[src/rtl/pipe_ctrl_if.sv]
// Pipeline-control signal bundle.
// Carries the hazard/stall requests and HALT/resume controls into pipe_ctrl, and the per-stage
// hold vector, halted/timeout status and stall-cycle counter back out.
//   master : pipeline side (drives requests, observes stall/status)
//   slave  : pipe_ctrl side (observes requests, drives stall/status)
interface pipe_ctrl_if;
  logic        stallreq_id;
  logic        stallreq_ex;
  logic        ex_is_load;
  logic        ex_wreg;
  logic [4:0]  ex_wd;
  logic        id_reg1_read;
  logic        id_reg2_read;
  logic [4:0]  id_reg1_addr;
  logic [4:0]  id_reg2_addr;
  logic        halt_i;
  logic        resume_i;
  logic [5:0]  stall_o;
  logic        halted_o;
  logic        timeout_o;
  logic [31:0] stall_cycles_o;

  modport master (
    output stallreq_id, stallreq_ex, ex_is_load, ex_wreg, ex_wd,
           id_reg1_read, id_reg2_read, id_reg1_addr, id_reg2_addr, halt_i, resume_i,
    input  stall_o, halted_o, timeout_o, stall_cycles_o
  );

  modport slave (
    input  stallreq_id, stallreq_ex, ex_is_load, ex_wreg, ex_wd,
           id_reg1_read, id_reg2_read, id_reg1_addr, id_reg2_addr, halt_i, resume_i,
    output stall_o, halted_o, timeout_o, stall_cycles_o
  );
endinterface

[src/rtl/pipe_ctrl.sv]
// Pipeline stall / halt controller.
// Generates the per-stage hold vector (bit0 PC .. bit5 WB) from load-use hazards, ID/EX stall
// requests and a RUN -> DRAIN -> HALTED state machine, plus an EX-stall watchdog.
// Ports:
//   clk  : rising-edge clock
//   rst  : synchronous, active-high reset
//   bus  : pipe_ctrl_if.slave (stall requests, hazard operands, halt/resume in;
//          stall_o, halted_o, timeout_o, stall_cycles_o out)
// Optional feature: define PIPE_PERF_CNT_EN to build the 32-bit stall-cycle counter;
// otherwise stall_cycles_o is tied to zero and no counter flops exist.
module pipe_ctrl (
  input logic         clk,
  input logic         rst,
  pipe_ctrl_if.slave  bus
);

  typedef enum logic [1:0] {StRun, StDrain, StHalted} state_e;

  state_e      state_q;
  logic [1:0]  drain_cnt_q;
  logic        halted_q;
  logic [5:0]  wd_cnt_q;
  logic [5:0]  wd_cnt_d;
  logic        timeout_q;
  logic        load_use;
  logic [5:0]  stall;

  // Consumer in ID needs a register the load in EX has not produced yet.
  always_comb begin
    load_use = bus.ex_is_load && bus.ex_wreg && (bus.ex_wd != 5'd0) &&
               ((bus.id_reg1_read && (bus.id_reg1_addr == bus.ex_wd)) ||
                (bus.id_reg2_read && (bus.id_reg2_addr == bus.ex_wd)));
  end

  // Purely combinational so a hazard holds the pipe in the very cycle it appears.
  always_comb begin
    stall = 6'b000000;
    if (rst) begin
      stall = 6'b000000;
    end else if (state_q == StHalted) begin
      stall = 6'b111111;
    end else if (bus.stallreq_ex) begin
      stall = 6'b001111;
    end else if (load_use || bus.stallreq_id) begin
      stall = 6'b000111;
    end else if (state_q == StDrain) begin
      stall = 6'b000011;
    end
  end

  assign bus.stall_o  = stall;
  assign bus.halted_o = halted_q;

  // HALT is only accepted when ID/EX are not held, so a stalled HALT naturally retries.
  // DRAIN lets the in-flight instructions retire; an EX stall freezes the countdown.
  always_ff @(posedge clk) begin
    if (rst) begin
      state_q     <= StRun;
      drain_cnt_q <= 2'd0;
      halted_q    <= 1'b0;
    end else begin
      case (state_q)
        StRun: begin
          if (bus.halt_i && !stall[2]) begin
            state_q     <= StDrain;
            drain_cnt_q <= 2'd3;
          end
        end
        StDrain: begin
          if (!bus.stallreq_ex) begin
            if (drain_cnt_q == 2'd0) begin
              state_q  <= StHalted;
              halted_q <= 1'b1;
            end else begin
              drain_cnt_q <= drain_cnt_q - 2'd1;
            end
          end
        end
        StHalted: begin
          if (bus.resume_i) begin
            state_q  <= StRun;
            halted_q <= 1'b0;
          end
        end
        default: begin
          state_q  <= StRun;
          halted_q <= 1'b0;
        end
      endcase
    end
  end

  // Watchdog counts consecutive EX-stall cycles and saturates at 63.
  always_comb begin
    if (!bus.stallreq_ex) begin
      wd_cnt_d = 6'd0;
    end else if (wd_cnt_q == 6'd63) begin
      wd_cnt_d = 6'd63;
    end else begin
      wd_cnt_d = wd_cnt_q + 6'd1;
    end
  end

  always_ff @(posedge clk) begin
    if (rst) begin
      wd_cnt_q  <= 6'd0;
      timeout_q <= 1'b0;
    end else begin
      wd_cnt_q <= wd_cnt_d;
      if (wd_cnt_d == 6'd63) begin
        timeout_q <= 1'b1;
      end
    end
  end

  assign bus.timeout_o = timeout_q;

`ifdef PIPE_PERF_CNT_EN
  logic [31:0] stall_cycles_q;

  always_ff @(posedge clk) begin
    if (rst) begin
      stall_cycles_q <= 32'd0;
    end else if (stall[0] && (state_q != StHalted)) begin
      stall_cycles_q <= stall_cycles_q + 32'd1;
    end
  end

  assign bus.stall_cycles_o = stall_cycles_q;
`else
  assign bus.stall_cycles_o = 32'h0;
`endif

endmodule

[src/flat_wrapper.sv]
// flat-port wrapper written by rule: the top's interface ports become plain ports
module pipe_ctrl_flat 
  (clk, rst, bus_stallreq_id, bus_stallreq_ex, bus_ex_is_load, bus_ex_wreg, bus_ex_wd, bus_id_reg1_read, bus_id_reg2_read, bus_id_reg1_addr, bus_id_reg2_addr, bus_halt_i, bus_resume_i, bus_stall_o, bus_halted_o, bus_timeout_o, bus_stall_cycles_o);
  pipe_ctrl_if bus_i ();
  input logic clk;
  input logic rst;
  input wire logic [$bits(bus_i.stallreq_id)-1:0] bus_stallreq_id;
  input wire logic [$bits(bus_i.stallreq_ex)-1:0] bus_stallreq_ex;
  input wire logic [$bits(bus_i.ex_is_load)-1:0] bus_ex_is_load;
  input wire logic [$bits(bus_i.ex_wreg)-1:0] bus_ex_wreg;
  input wire logic [$bits(bus_i.ex_wd)-1:0] bus_ex_wd;
  input wire logic [$bits(bus_i.id_reg1_read)-1:0] bus_id_reg1_read;
  input wire logic [$bits(bus_i.id_reg2_read)-1:0] bus_id_reg2_read;
  input wire logic [$bits(bus_i.id_reg1_addr)-1:0] bus_id_reg1_addr;
  input wire logic [$bits(bus_i.id_reg2_addr)-1:0] bus_id_reg2_addr;
  input wire logic [$bits(bus_i.halt_i)-1:0] bus_halt_i;
  input wire logic [$bits(bus_i.resume_i)-1:0] bus_resume_i;
  output wire logic [$bits(bus_i.stall_o)-1:0] bus_stall_o;
  output wire logic [$bits(bus_i.halted_o)-1:0] bus_halted_o;
  output wire logic [$bits(bus_i.timeout_o)-1:0] bus_timeout_o;
  output wire logic [$bits(bus_i.stall_cycles_o)-1:0] bus_stall_cycles_o;
  assign bus_i.stallreq_id = bus_stallreq_id;
  assign bus_i.stallreq_ex = bus_stallreq_ex;
  assign bus_i.ex_is_load = bus_ex_is_load;
  assign bus_i.ex_wreg = bus_ex_wreg;
  assign bus_i.ex_wd = bus_ex_wd;
  assign bus_i.id_reg1_read = bus_id_reg1_read;
  assign bus_i.id_reg2_read = bus_id_reg2_read;
  assign bus_i.id_reg1_addr = bus_id_reg1_addr;
  assign bus_i.id_reg2_addr = bus_id_reg2_addr;
  assign bus_i.halt_i = bus_halt_i;
  assign bus_i.resume_i = bus_resume_i;
  assign bus_stall_o = bus_i.stall_o;
  assign bus_halted_o = bus_i.halted_o;
  assign bus_timeout_o = bus_i.timeout_o;
  assign bus_stall_cycles_o = bus_i.stall_cycles_o;
  pipe_ctrl u_core (.clk(clk), .rst(rst), .bus(bus_i));
endmodule
[config.mk]
export PLATFORM = sky130hd
export DESIGN_NAME = pipe_ctrl_flat
export DESIGN_NICKNAME = d
export VERILOG_FILES = /design/src/rtl/pipe_ctrl_if.sv /design/src/rtl/pipe_ctrl.sv /design/src/flat_wrapper.sv
export SDC_FILE = /design/constraint.sdc
export NUM_CORES = 1
export LEC_CHECK = 0
export BUFFER_PORTS_ARGS = -buffer_cell sky130_fd_sc_hd__buf_4
export CAP_MARGIN = 15
export CORE_MARGIN = 3
export CORE_UTILIZATION = 46
export CTS_CLUSTER_SIZE = 12
export DETAILED_ROUTE_END_ITERATION = 8
export HOLD_SLACK_MARGIN = 0.08
export PLACE_DENSITY = 0.83
export SETUP_SLACK_MARGIN = 0.5
export SKIP_LAST_GASP = 1
export SLEW_MARGIN = 20
export SYNTH_ARGS = -nofsm -noshare
export SYNTH_HDL_FRONTEND = slang
export SYNTH_SLANG_ARGS = --single-unit
[constraint.sdc]
create_clock -name clk -period 3.6 [get_ports clk]
set_input_delay 0.36 -clock clk [delete_from_list [all_inputs] [get_ports clk]]
set_output_delay 0.36 -clock clk [all_outputs]
set_load 0.01 [all_outputs]
==> results.json <==
{
  "hold_crit_path_type": "in -> reg",
  "yosys.area_share.adder_pct": 2.41,
  "worst_ep_required_time_ps": 3240,
  "synth_flop_cell": "dfxtp_1",
  "slew_viol_final": 0,
  "die-height_um": 53.5,
  "fill_cell_count": 204,
  "cts_resized": 0,
  "synthMuxAreaShare_pct": 1.44,
  "ffs_latches_synth": 12,
  "synthesis.instances": 128,
  "die_width_um": 53.5,
  "synth_compound_area_share_pct": 17.8,
  "root_buffer": "clkbuf_4",
  "cts_made_buffers": 3,
  "max_clock_freq_mhz": 487,
  "gpl.final_weighted_congestion": 0.774,
  "detail_route.wirelength_um": 2110,
  "power_per_cell_area_mw_per_mm2": 390,
  "worst_ep_arrival_time_ps": 1690,
  "startpoint_type": "primary input",
  "final_layout_size_suffix_gt1_share_pct": 26.6,
  "clock_skew_ps": 3.15,
  "period_utilization_pct": 57.0,
  "clock_pin_transition_on_the_worst_setup_and_hold_timing_paths_ps": 70,
  "die_area_mm2": 0.00287,
  "clock_sinks": 12,
  "groute.usage.overall_pct": 14.1,
  "drt-initial-drc-count": 8,
  "cts_hold_buffers": 0,
  "design.core.area_mm2": 0.00204,
  "antenna_found_initial": 0,
  "drt.antenna.violating_nets": 0,
  "drt_drc_violations_left": 0,
  "synth.yosys.warnings": 0,
  "detail_route.first_pass.iterations": 4,
  "layout_common_cells": "32 x conb_1, 32 x buf_4, 12 x a21oi_1, 12 x dfxtp_1, 8 x xor2_1",
  "ctsLongestPathBuffers": 2,
  "placement.io_buffers": 32,
  "starting_density_pct": 50.9,
  "min_period_ps": 2050,
  "netlist.top_cell.by_area": "buf_4",
  "vias": 884,
  "syn2layout_area_growth_pct": 15.4,
  "finalSetupViolCount": 0,
  "wire_length_of_the_first_global_routing_pass_um": 3050,
  "final_core_utilization_pct": 58.8,
  "rows": 16,
  "grt_max_degree": 18,
  "synthSimpleGateAreaFrac_pct": 17.0,
  "status": "complete, no violations",
  "worstSetupPathType": "in -> out",
  "yosys.cell_types.count": 36,
  "post_drt_wl_per_cell_um": 11.4,
  "critical_path.max_fanout": 3,
  "power.leakage_nw": 0.560,
  "synthesis.area_mm2": 0.00104,
  "synth_enable_flop_cells": 0,
  "vdd_ir_drop_max_mv": 0.332,
  "postSynth.asyncResetShare_pct": 0,
  "pin_count": 65,
  "post_synth.cell_area_avg_um2": 8.12,
  "detail_route.vias_per_cell": 4.78,
  "yosysTopAreaCellShare_pct": 24.5,
  "grt_setup_unrepaired": "false",
  "num_antenna_cells": 0,
  "largest_family_of_logic_cells_by_synthesized_area": "buffers and inverters",
  "cts_tree": "built",
  "ctsHtreeMaxLevel": 1,
  "report.final.hold_viol_count": 0,
  "clk_latency_ps": 270,
  "grt_pass1_vias": 742,
  "max_cap_viol_count": 0,
  "detailed_place_hpwl_um": 1750,
  "fin_setup_tns_ps": 0,
  "synth.area.top_cells": "buf_4 25%, dfxtp_1 23%, xor2_1 6.7%",
  "critPathCaptureType": "output port",
  "finish.net_count": 186,
  "yosys.area_share.xor_xnor_pct": 10.1,
  "post_cts.repair.setup_buffers": 0,
  "global_route.overflow_total": 0,
  "yosysSeqAreaShare_pct": 23.1
}
[per-stage QoR]
step | area, µm² | std cells | hold WS, ps | setup slack, ps | power [mW]
floorplan | 1160 | 159 | 442 | 1650 | 0.337
global route | 1200 | 185 | 394 | 1470 | 0.504
finish | 1200 | 185 | 376 | 1550 | 0.468
global placement | 1160 | 181 | 456 | 1550 | 0.356
detailed placement | 1160 | 181 | 467 | 1510 | 0.363
CTS | 1200 | 185 | 369 | 1560 | 0.470
[power breakdown]
| part | switching, mW | internal [mW] |
|---|---|---|
| Combinational | 0.0990 | 0.0911 |
| Sequential | 0.0208 | 0.151 |
| Clock | 0.0448 | 0.0615 |
[per-layer routing]
layer,up-vias,share of wire [%],global-route usage [%],wire length (µm)
li1,433,-,-,-
met1,402,37,16.1,788
met2,47,50,26.1,1040
met3,2,12,3.32,255
met4,0,1.0,3.83,21
met5,-,0,0,0
[cell usage after synthesis, drive strengths merged (3+ instances only)]
| master | number |
|---|---|
| buf | 34 |
| a21oi | 12 |
| dfxtp | 12 |
| xor2 | 8 |
| inv | 6 |
| nor2 | 5 |
| nand2b | 4 |
| o211ai | 4 |
| xnor2 | 4 |
| and3 | 3 |
| clkbuf | 3 |
| nand2 | 3 |
| nor2b | 3 |
[critical path, cell delays in order]
cell and delay (ps):
buf_4 130, xor2_1 160, nor4_2 270, a32oi_1 170
o21a_1 220, a31oi_1 220, buf_4 160
[kinds of logic (layout without fill, tap and decap cells)]
kind of cell	Yosys count	count (layout)
buf+inv	43	42
simple gates	30	30
compound gates	27	27
xor+xnor	12	12
flops	12	12
fa+ha+maj	2	2
other cells	1	32
mux	1	1
[registers in the layout, indices dropped and copies added (netlist names)]
name                  cells
u_core.wd_cnt_q           6
u_core.bus.halted_o       1
u_core.bus.timeout_o      1
u_core.drain_cnt_q        2
u_core.state_q            2
[cell type report]
cell class                 instances  area, µm²  share of cell area, %
multi-input combinational        104        627                   52.2
sequential                        12        240                   20.0
tap                               27       33.8                   2.82
inverter                           6       22.5                   1.88
timing repair buffer              32        240                   20.0
clock buffer                       4       36.3                   3.02
[final timing paths]
check | from | end | slack [ps] | cells past startpoint
worst min register to register | u_core.bus.halted_o | u_core.bus.halted_o | 480 | 2
worst max register to register | u_core.state_q[0] | u_core.state_q[0] | 2050 | 5
worst min-delay path | rst | u_core.state_q[1] | 380 | 2
worst max-delay path | bus_ex_wd[3] | bus_stall_o[0] | 1550 | 7
No activity file was read; power rests on OpenSTA's default activity.
